### src/rtl/mmio_io_ctrl.sv
// Memory-mapped I/O controller for the 0x8000_xxxx region: UART bridge plus cycle and
// retired-instruction counters, with registered read data aligned to dmem latency.
module mmio_io_ctrl #(
    parameter logic [31:0] IO_BASE  = 32'h8000_0000,
    parameter logic [7:0]  CTRL_OFF = 8'h00,
    parameter logic [7:0]  RX_OFF   = 8'h04,
    parameter logic [7:0]  TX_OFF   = 8'h08,
    parameter logic [7:0]  CYC_OFF  = 8'h10,
    parameter logic [7:0]  INST_OFF = 8'h14,
    parameter logic [7:0]  CRST_OFF = 8'h18
) (
    input  logic        clk,
    input  logic        rst,
    input  logic [31:0] addr,
    input  logic [31:0] wdata,
    input  logic        we,
    input  logic        re,
    input  logic        inst_valid,
    input  logic [7:0]  rx_data,
    input  logic        rx_valid,
    output logic        rx_ready,
    output logic [7:0]  tx_data,
    output logic        tx_valid,
    input  logic        tx_ready,
    output logic        io_hit,
    output logic [31:0] rdata
);

    logic        w_hit;
    logic [7:0]  w_off;
    logic        w_rd;
    logic        w_wr;
    logic        w_tx_st;
    logic        w_tx_done;
    logic        w_crst;
    logic [31:0] w_rd_mux;

    logic [31:0] r_rdata;
    logic        r_io_hit;
    logic [7:0]  r_tx_data;
    logic        r_tx_valid;
    logic [31:0] r_cyc_cnt;
    logic [31:0] r_inst_cnt;

    assign w_hit     = (addr[31:28] == IO_BASE[31:28]);
    assign w_off     = addr[7:0];
    assign w_rd      = re && w_hit;
    assign w_wr      = we && w_hit;
    assign w_tx_st   = w_wr && (w_off == TX_OFF);
    assign w_tx_done = r_tx_valid && tx_ready;
    assign w_crst    = w_wr && (w_off == CRST_OFF);

    // Byte is only consumed when rx_valid is also high; the receiver owns that qualification.
    assign rx_ready  = w_rd && (w_off == RX_OFF) && !rst;

    always_comb begin
        w_rd_mux = 32'h0;
        case (w_off)
            CTRL_OFF: w_rd_mux = {30'b0, rx_valid, !r_tx_valid};
            RX_OFF:   w_rd_mux = {24'b0, rx_data};
            CYC_OFF:  w_rd_mux = r_cyc_cnt;
            INST_OFF: w_rd_mux = r_inst_cnt;
            default:  w_rd_mux = 32'h0;
        endcase
    end

    always_ff @(posedge clk) begin
        if (rst) begin
            r_rdata    <= 32'h0;
            r_io_hit   <= 1'b0;
            r_tx_data  <= 8'h0;
            r_tx_valid <= 1'b0;
            r_cyc_cnt  <= 32'h0;
            r_inst_cnt <= 32'h0;
        end else begin
            r_io_hit <= w_rd;
            if (w_rd)
                r_rdata <= w_rd_mux;

            // A store landing on the handshake edge refills the single-entry buffer.
            if (w_tx_st && (!r_tx_valid || w_tx_done)) begin
                r_tx_data  <= wdata[7:0];
                r_tx_valid <= 1'b1;
            end else if (w_tx_done) begin
                r_tx_valid <= 1'b0;
            end

            if (w_crst) begin
                r_cyc_cnt  <= 32'h0;
                r_inst_cnt <= 32'h0;
            end else begin
                r_cyc_cnt  <= r_cyc_cnt + 32'd1;
                r_inst_cnt <= r_inst_cnt + {31'b0, inst_valid};
            end
        end
    end

    assign rdata    = r_rdata;
    assign io_hit   = r_io_hit;
    assign tx_data  = r_tx_data;
    assign tx_valid = r_tx_valid;

endmodule

### config.mk
export PLATFORM = sky130hd
export DESIGN_NAME = mmio_io_ctrl
export DESIGN_NICKNAME = d
export VERILOG_FILES = /design/src/rtl/mmio_io_ctrl.sv
export SDC_FILE = /design/constraint.sdc
export NUM_CORES = 1
export LEC_CHECK = 0
export BUFFER_PORTS_ARGS = -buffer_cell sky130_fd_sc_hd__clkbuf_2
export CELL_PAD_IN_SITES_DETAIL_PLACEMENT = 0
export CELL_PAD_IN_SITES_GLOBAL_PLACEMENT = 1
export CORE_AREA = 2 2 116 118
export CTS_BUF_LIST = sky130_fd_sc_hd__clkbuf_16
export DETAILED_ROUTE_END_ITERATION = 12
export DIE_AREA = 0 0 118 120
export GPL_TIMING_DRIVEN = 0
export PLACE_DENSITY_LB_ADDON = 0.2
export SETUP_SLACK_MARGIN = 0.02
export SLEW_MARGIN = 10
export SYNTH_ARGS = -nofsm -noshare
export SYNTH_HDL_FRONTEND = slang
export SYNTH_SLANG_ARGS = --single-unit
### constraint.sdc
create_clock -name clk -period 3.7 [get_ports clk]
set_clock_uncertainty 0.05 [all_clocks]
set_input_delay 1.11 -clock clk [delete_from_list [all_inputs] [get_ports clk]]
set_output_delay 1.11 -clock clk [all_outputs]
set_load 0.02 [all_outputs]
Word-level counts from Yosys, hierarchy flattened
Cells that the tools add are included.
- $add $sub $neg: 2
- equality and inequality tests: 6
- mux-type cells: 3
- reduce and logical (&&, ||, !) cells: 14
- operators with widths (cell ; number):
    $pmux W32 S4 ; 1
    $add A32 B1 Y32 ; 1
    $add A32 B1 Y32 const B ; 1
    $eq A8 B5 Y1 const B ; 3
    $eq A8 B3 Y1 const B ; 1
    $eq A8 B4 Y1 const B ; 1
    $logic_and A1 B1 Y1 ; 8
    $logic_not A8 Y1 ; 1
    $eq A4 B4 Y1 const B ; 1
    $logic_not A1 Y1 ; 2
    $mux W1 ; 2
    $reduce_bool A2 Y1 ; 1
    $reduce_or A2 Y1 ; 1
    $logic_or A1 B1 Y1 ; 1
- register bits after elaboration: 106
- input port bits: 79
- output and inout port bits: 43

Logic depth before layout (Yosys ltp)
Gate-level depths: netlist (run 1).
- depth in word-level cells: 5
- gate-level depth with buffers: 7

Least setup slack after synthesis (run 1)
OpenSTA, ideal clock, no wires.
- kind: input-to-output
- start point: input addr[29]
- end point: output rx_ready
- arrival: 2.868 ns
- slack: -0.328 ns
- cell stages on the path: 5
- path buffers: 1
- path through: nor4b_1 -> nand2_1 -> clkbuf_1 -> nor2_1 -> nor4bb_1
- cells in the longest elaborated chain, start to end: 4
- ends and longest elaborated chain (item ; line ; text):
    start: declaration ; 14 ; input logic [31:0] addr,
    $eq A4 B4 Y1 ; 45 ; assign w_hit = (addr[31:28] == IO_BASE[31:28]);
    $logic_and A1 B1 Y1 ; 47 ; assign w_rd = re && w_hit;
    $logic_and A1 B1 Y1 (2 in a row) ; 54 ; assign rx_ready = w_rd && (w_off == RX_OFF) && !rst;
    end: declaration ; 21 ; output logic rx_ready,
Every way passes these cells.

Final worst setup path (run 1)
- start point: input addr[28]
- end point: output rx_ready
Same word-level chain as after synthesis.

==> flow_metrics.env, run 1 <==
export IMPL_drt_antenna_violating_nets=0
export IMPL_criticalPathCategory="in2out"
export IMPL_io_buffers=75
export IMPL_dieWidth_um=118
export IMPL_most_common_layout_cells="106 x dfxtp_1, 74 x clkbuf_2, 69 x a21oi_1"
export IMPL_static_leakage_nw=2.08
export IMPL_drt_iter0_drc=345
export IMPL_max_slew_worst_pin_slew_ns=0.735
export IMPL_overflow=0
export IMPL_reg_to_reg_startpoint="r_inst_cnt[0]$_SDFF_PP0_"
export IMPL_final_common_cell="dfxtp_1"
export IMPL_yosys_most_used_dff="dfxtp_1"
export IMPL_fin_setup_tns_ns=0
export IMPL_synth_yosys_seq_area_share=0.423
export IMPL_ratio_of_routed_vias_to_standard_cells=5.44
export IMPL_cts_clk_slew_worst_paths_ns=0.07
export IMPL_detail_route_wirelength_mm=13.7
export IMPL_die_area_sq_um=14200
export IMPL_standard_cell_row_count=42
export IMPL_drt_pre_antenna_iters=4
export IMPL_dpl_cell_area_sq_um=5640
export IMPL_netlist_cell_type_count=39
export IMPL_worst_endpoint_required_ns=2.54
export IMPL_syn_to_final_growth_pct=19.7
export IMPL_die_height_um=120
export IMPL_synth_seq_cells=106
export IMPL_grt_setup_unrepaired="false"
export IMPL_syn_nets=664
export IMPL_dpl_worst_slack_ns=-0.359
export IMPL_initial_core_util=0.387
export IMPL_global_route_usage_total=0.197
export IMPL_cts_tree="yes"
export IMPL_wl_per_cell_um=16.1
export IMPL_clkSinkCount=106
export IMPL_finish_instance_area_sq_um=6010
export IMPL_fillerInstances=1320
export IMPL_final_hold_viol_count=0
export IMPL_fraction_of_final_layout_cells_with_drive_strength_greater_than_1=0.172
export IMPL_final_nets=753
export IMPL_place_congestion=0.843
export IMPL_maxSlewViolCount=0
export IMPL_clock_fmax_ghz=0.280
export IMPL_clk_root_buffer_cell="clkbuf_16"
export IMPL_maxCapViolations=0
export IMPL_worst_r2r_path_depth=6
export IMPL_first_global_vias=4433
export IMPL_finalWorstPathRequiredPeriod_ns=3.57
export IMPL_setup_reg_to_reg_worst_slack_ns=1.12
export IMPL_grt_first_pass_wirelength_mm=22.5
export IMPL_synth_enable_flop_cells=0
export IMPL_crit_reg2reg_capture="r_inst_cnt[23]$_SDFF_PP0_"
export IMPL_timing_critical_path_fanout_max=10
export IMPL_worst_hold_startpoint="rdata[13]$_SDFFE_PP0P_"
export IMPL_cts_buffers_inserted=9
export IMPL_pin_count=122
export IMPL_synthArstFlopShare=0
export IMPL_netlist_instances=582
export IMPL_startpoint_type="input pin"
export IMPL_power_density_nw_per_um2=382
export IMPL_setup_worst_path_end_class="primary output"
export IMPL_core_area_sq_um=13000
export IMPL_route_vias_total=4633
export IMPL_cts_htree_levels=3
export IMPL_post_synth_instance_area_sq_um=5020
export IMPL_clk_latency_ns=0.35
export IMPL_min_path_cells=2
export IMPL_postLayoutCoreUtil=0.463
export IMPL_setup_violations_final=0
export IMPL_antenna_found_initial=0
export IMPL_status="finished clean"
export IMPL_min_to="rdata[13]$_SDFFE_PP0P_"
export IMPL_worst_slack_ns=0.127
export IMPL_vdd_drop_max_v=0.000249
export IMPL_layout_worst_path_cycle_share=0.966
export IMPL_holdCritPathClass="reg2reg"
export IMPL_largest_net_degree_at_the_start_of_global_routing=18
export IMPL_diodes=0
export IMPL_drc_errors=0
export IMPL_dpl_hpwl_mm=10.1
export IMPL_syn_area_per_cell_sq_um=8.62
export IMPL_worstPathArrival_ns=2.41
export IMPL_timing_hold_ws_ns=0.402
export IMPL_clk_path_buf_depth=2
export IMPL_timing_max_slew_rel_slack=0.510
export IMPL_synth_warnings=0
-- how the worst max path moves through the flow --
stage / start / to / slack (ns) / cells after the start
after detailed placement: addr[29] / rx_ready / -0.36 / 7
final: addr[28] / rx_ready / 0.13 / 7
after floorplan: addr[29] / rx_ready / 0.16 / 5
after CTS: addr[30] / rx_ready / 0.03 / 7
after global placement: addr[29] / rx_ready / -0.37 / 7
after global routing: addr[28] / rx_ready / 0.02 / 7
-- sequential cells by signal (all words and copies together) (netlist names) --
register and flops:
r_inst_cnt 32, tx_valid 1, io_hit 1, tx_data 8, rdata 32, r_cyc_cnt 32
-- power breakdown --
part           total [W]  switching [W]  internal [W]  leakage [nW]
clock            0.00104       0.000447      0.000592         0.149
combinational   0.000103      0.0000615     0.0000419          1.07
sequential       0.00115     0.00000509       0.00114         0.854
total            0.00229       0.000513       0.00178          2.08
-- what timing repair did --
action                     in CTS  in global routing
setup buffers                   2                  1
hold buffers                    0                  0
gates resized for setup         6                  3
pin swaps                       2                  2
hold endpoints to repair        0                  0
setup endpoints to repair       1                  1
-- final cells by class --
type                       count  area, sq um  area share
timing repair buffer          78          400      0.0667
multi-input combinational    427         2730       0.454
buffer                        41          189      0.0315
sequential                   106         2120       0.353
inverter                       8         30.0     0.00500
clock inverter                 7         92.6      0.0154
clock buffer                   9          225      0.0375
tap                          176          220      0.0367
-- through the flow --
| stage | instances | power, W |
|---|---|---|
| after global placement | 833 | 0.00128 |
| after detailed placement | 833 | 0.00128 |
| after floorplan | 582 | 0.00124 |
| final | 852 | 0.00229 |
| after CTS | 851 | 0.00232 |
| after global routing | 852 | 0.00237 |
-- critical path, cell delays in order --
cell      delay, ns
clkbuf_2       0.10
nor4b_4        0.35
nand2_2        0.11
clkbuf_8       0.19
nor2_2         0.10
nor4bb_4       0.28
buf_4          0.18
-- logic make-up (layout without fill, tap and decap cells) --
kind of cell | Yosys count | in the layout | share of synthesized area
fa+ha+maj | 3 | 3 | 0.00748
mux | 40 | 40 | 0.0838
xor+xnor | 24 | 24 | 0.0419
buf+inv | 49 | 143 | 0.0416
compound gates | 113 | 113 | 0.127
simple gates | 247 | 247 | 0.275
flops | 106 | 106 | 0.423
-- cells in the mapped netlist, types with 16 or more instances --
master    count  area, sq um
dfxtp_1     106         2120
or3_1        37          231
nand3_1      36          180
mux2i_1      33          330
a21oi_1      69          345
nand2_1      55          206
nand4_1      21          131
clkbuf_1     33          124
nor2_1       28          105
xor2_1       17          149
o21ai_0      16         80.1
o31ai_1      20          150
or4_1        20          150
-- metal layers --
metal | GRT usage | part of all wire | vias to the layer above | wire [um]
met5 | 0 | 0 | - | 0
met4 | 0.0881 | 0.025 | 0 | 347
met3 | 0.0280 | 0.037 | 20 | 514
met2 | 0.322 | 0.46 | 98 | 6350
met1 | 0.260 | 0.47 | 2196 | 6520
li1 | - | - | 2319 | -
(Power assumes the default switching activity.)
==> inputs of run 2 (changes only) <==
Settings changed: PLACE_DENSITY_LB_ADDON 0.2 to 0.1.
==> flow_metrics.env, run 2 (synthesis results as in run 1) <==
export IMPL_final_hold_viol_count=0
export IMPL_layout_worst_path_cycle_share=0.965
export IMPL_route_vias_total=4621
export IMPL_criticalPathCategory="in2out"
export IMPL_holdCritPathClass="reg2reg"
export IMPL_grt_setup_unrepaired="false"
export IMPL_drc_errors=0
export IMPL_overflow=0
export IMPL_maxSlewViolCount=0
export IMPL_cts_tree="yes"
export IMPL_wl_per_cell_um=16.4
export IMPL_max_slew_worst_pin_slew_ns=0.750
export IMPL_die_height_um=120
export IMPL_fraction_of_final_layout_cells_with_drive_strength_greater_than_1=0.173
export IMPL_clk_path_buf_depth=2
export IMPL_finish_instance_area_sq_um=5970
export IMPL_static_leakage_nw=2.06
export IMPL_p_total_w=0.00218
export IMPL_pin_count=122
export IMPL_most_common_layout_cells="106 x dfxtp_1, 74 x clkbuf_2, 69 x a21oi_1"
export IMPL_drt_iter0_drc=251
export IMPL_status="finished clean"
export IMPL_antenna_found_initial=0
export IMPL_layoutNonFillerInstCount=852
export IMPL_timing_critical_path_fanout_max=10
export IMPL_dpl_cell_area_sq_um=5640
export IMPL_clk_root_buffer_cell="clkbuf_16"
export IMPL_detail_route_wirelength_mm=14.0
export IMPL_initial_core_util=0.387
export IMPL_slowest_delay_ns=0.31
export IMPL_cts_clk_slew_worst_paths_ns=0.07
export IMPL_final_nets=753
export IMPL_setup_worst_path_end_class="primary output"
export IMPL_grt_first_pass_wirelength_mm=22.8
export IMPL_startpoint_type="input pin"
export IMPL_post_place_cells=833
export IMPL_vdd_drop_max_v=0.000188
export IMPL_finalWorstPathRequiredPeriod_ns=3.57
export IMPL_dieWidth_um=118
export IMPL_largest_net_degree_at_the_start_of_global_routing=19
export IMPL_crit_path_top_delay_cell="nor4bb_4"
export IMPL_cts_htree_levels=3
export IMPL_final_common_cell="dfxtp_1"
export IMPL_setup_violations_final=0
export IMPL_clk_latency_ns=0.36
export IMPL_timing_max_slew_rel_slack=0.500
export IMPL_io_buffers=75
export IMPL_drt_pre_antenna_iters=4
export IMPL_drt_antenna_violating_nets=0
export IMPL_critPathTopFamily="simple AND/OR/NAND/NOR gates"
export IMPL_cts_buffers_inserted=9
export IMPL_diodes=0
export IMPL_first_global_vias=4425
export IMPL_dpl_hpwl_mm=10.4
export IMPL_ratio_of_routed_vias_to_standard_cells=5.42
export IMPL_clock_fmax_ghz=0.280
export IMPL_worst_path_buf_inv=3
export IMPL_die_area_sq_um=14200
export IMPL_clkSinkCount=106
export IMPL_core_area_sq_um=13000
export IMPL_place_congestion=0.799
export IMPL_power_density_nw_per_um2=365
export IMPL_maxCapViolations=0
export IMPL_worst_endpoint_required_ns=2.54
export IMPL_timing_critical_path_cells="clkbuf_2 -> nor3_2 -> nand3b_1 -> clkbuf_1 -> nor4bb_4 -> buf_4"
export IMPL_worstPathArrival_ns=2.41
export IMPL_global_route_usage_total=0.203
export IMPL_standard_cell_row_count=42
export IMPL_syn_to_final_growth_pct=19.0
export IMPL_timing_hold_ws_ns=0.400
-- run 2: final timing paths --
| kind | start | to | slack [ns] | depth (start not counted) |
|---|---|---|---|---|
| worst max-delay path | addr[1] | rx_ready | 0.13 | 6 |
| worst min-delay path | rdata[9]$_SDFFE_PP0P_ | rdata[9]$_SDFFE_PP0P_ | 0.40 | 2 |
| worst max register to register | r_inst_cnt[0]$_SDFF_PP0_ | r_inst_cnt[22]$_SDFF_PP0_ | 1.23 | 6 |
| worst min register to register | rdata[9]$_SDFFE_PP0P_ | rdata[9]$_SDFFE_PP0P_ | 0.40 | 2 |
-- run 2: stage by stage --
| step | TNS [ns] | utilization | worst slack (ns) |
|---|---|---|---|
| 2_1_floorplan | 0 | - | 0.162 |
| 3_3_place_gp | -0.390 | 0.434 | -0.390 |
| 3_5_place_dp | -0.405 | 0.434 | -0.405 |
| 4_1_cts | 0 | 0.459 | 0.0251 |
| 5_1_grt | 0 | 0.460 | 0.0319 |
| 6_report | 0 | 0.460 | 0.131 |
-- run 2: worst min-delay path, cell delays in order, from the launching register on --
cell and delay [ns]:
dfxtp_1 0.31, nand2_1 0.05, a21oi_1 0.05
-- run 2: what timing repair did --
action | CTS | global route
endpoints found under the setup margin | 1 | 1
hold endpoints to repair | 0 | 0
pin swaps | 3 | 2
hold buffers | 0 | 0
buffers inserted | 2 | 1
resized for setup | 8 | 1
cloned | 0 | 0
-- run 2: final cells by class --
cell class,count,area (sq um)
multi-input combinational,427,2730
fill,1340,7010
inverter,8,30.0
clock inverter,7,56.3
timing repair buffer,78,400
buffer,41,189
sequential,106,2120
clock buffer,9,225
tap,176,220
-- run 2: layer usage --
metal | routed length (um) | up-vias | track usage
li1 | - | 2330 | -
met1 | 6710 | 2191 | 0.274
met2 | 6590 | 84 | 0.326
met3 | 440 | 16 | 0.0333
met4 | 225 | 0 | 0.0776
met5 | 0 | - | 0
-- run 2: report_power, final --
part | internal [W] | leakage [nW] | switching (W)
clock | 0.000460 | 0.124 | 0.000466
sequential | 0.00114 | 0.854 | 0.00000489
combinational | 0.0000420 | 1.08 | 0.0000617
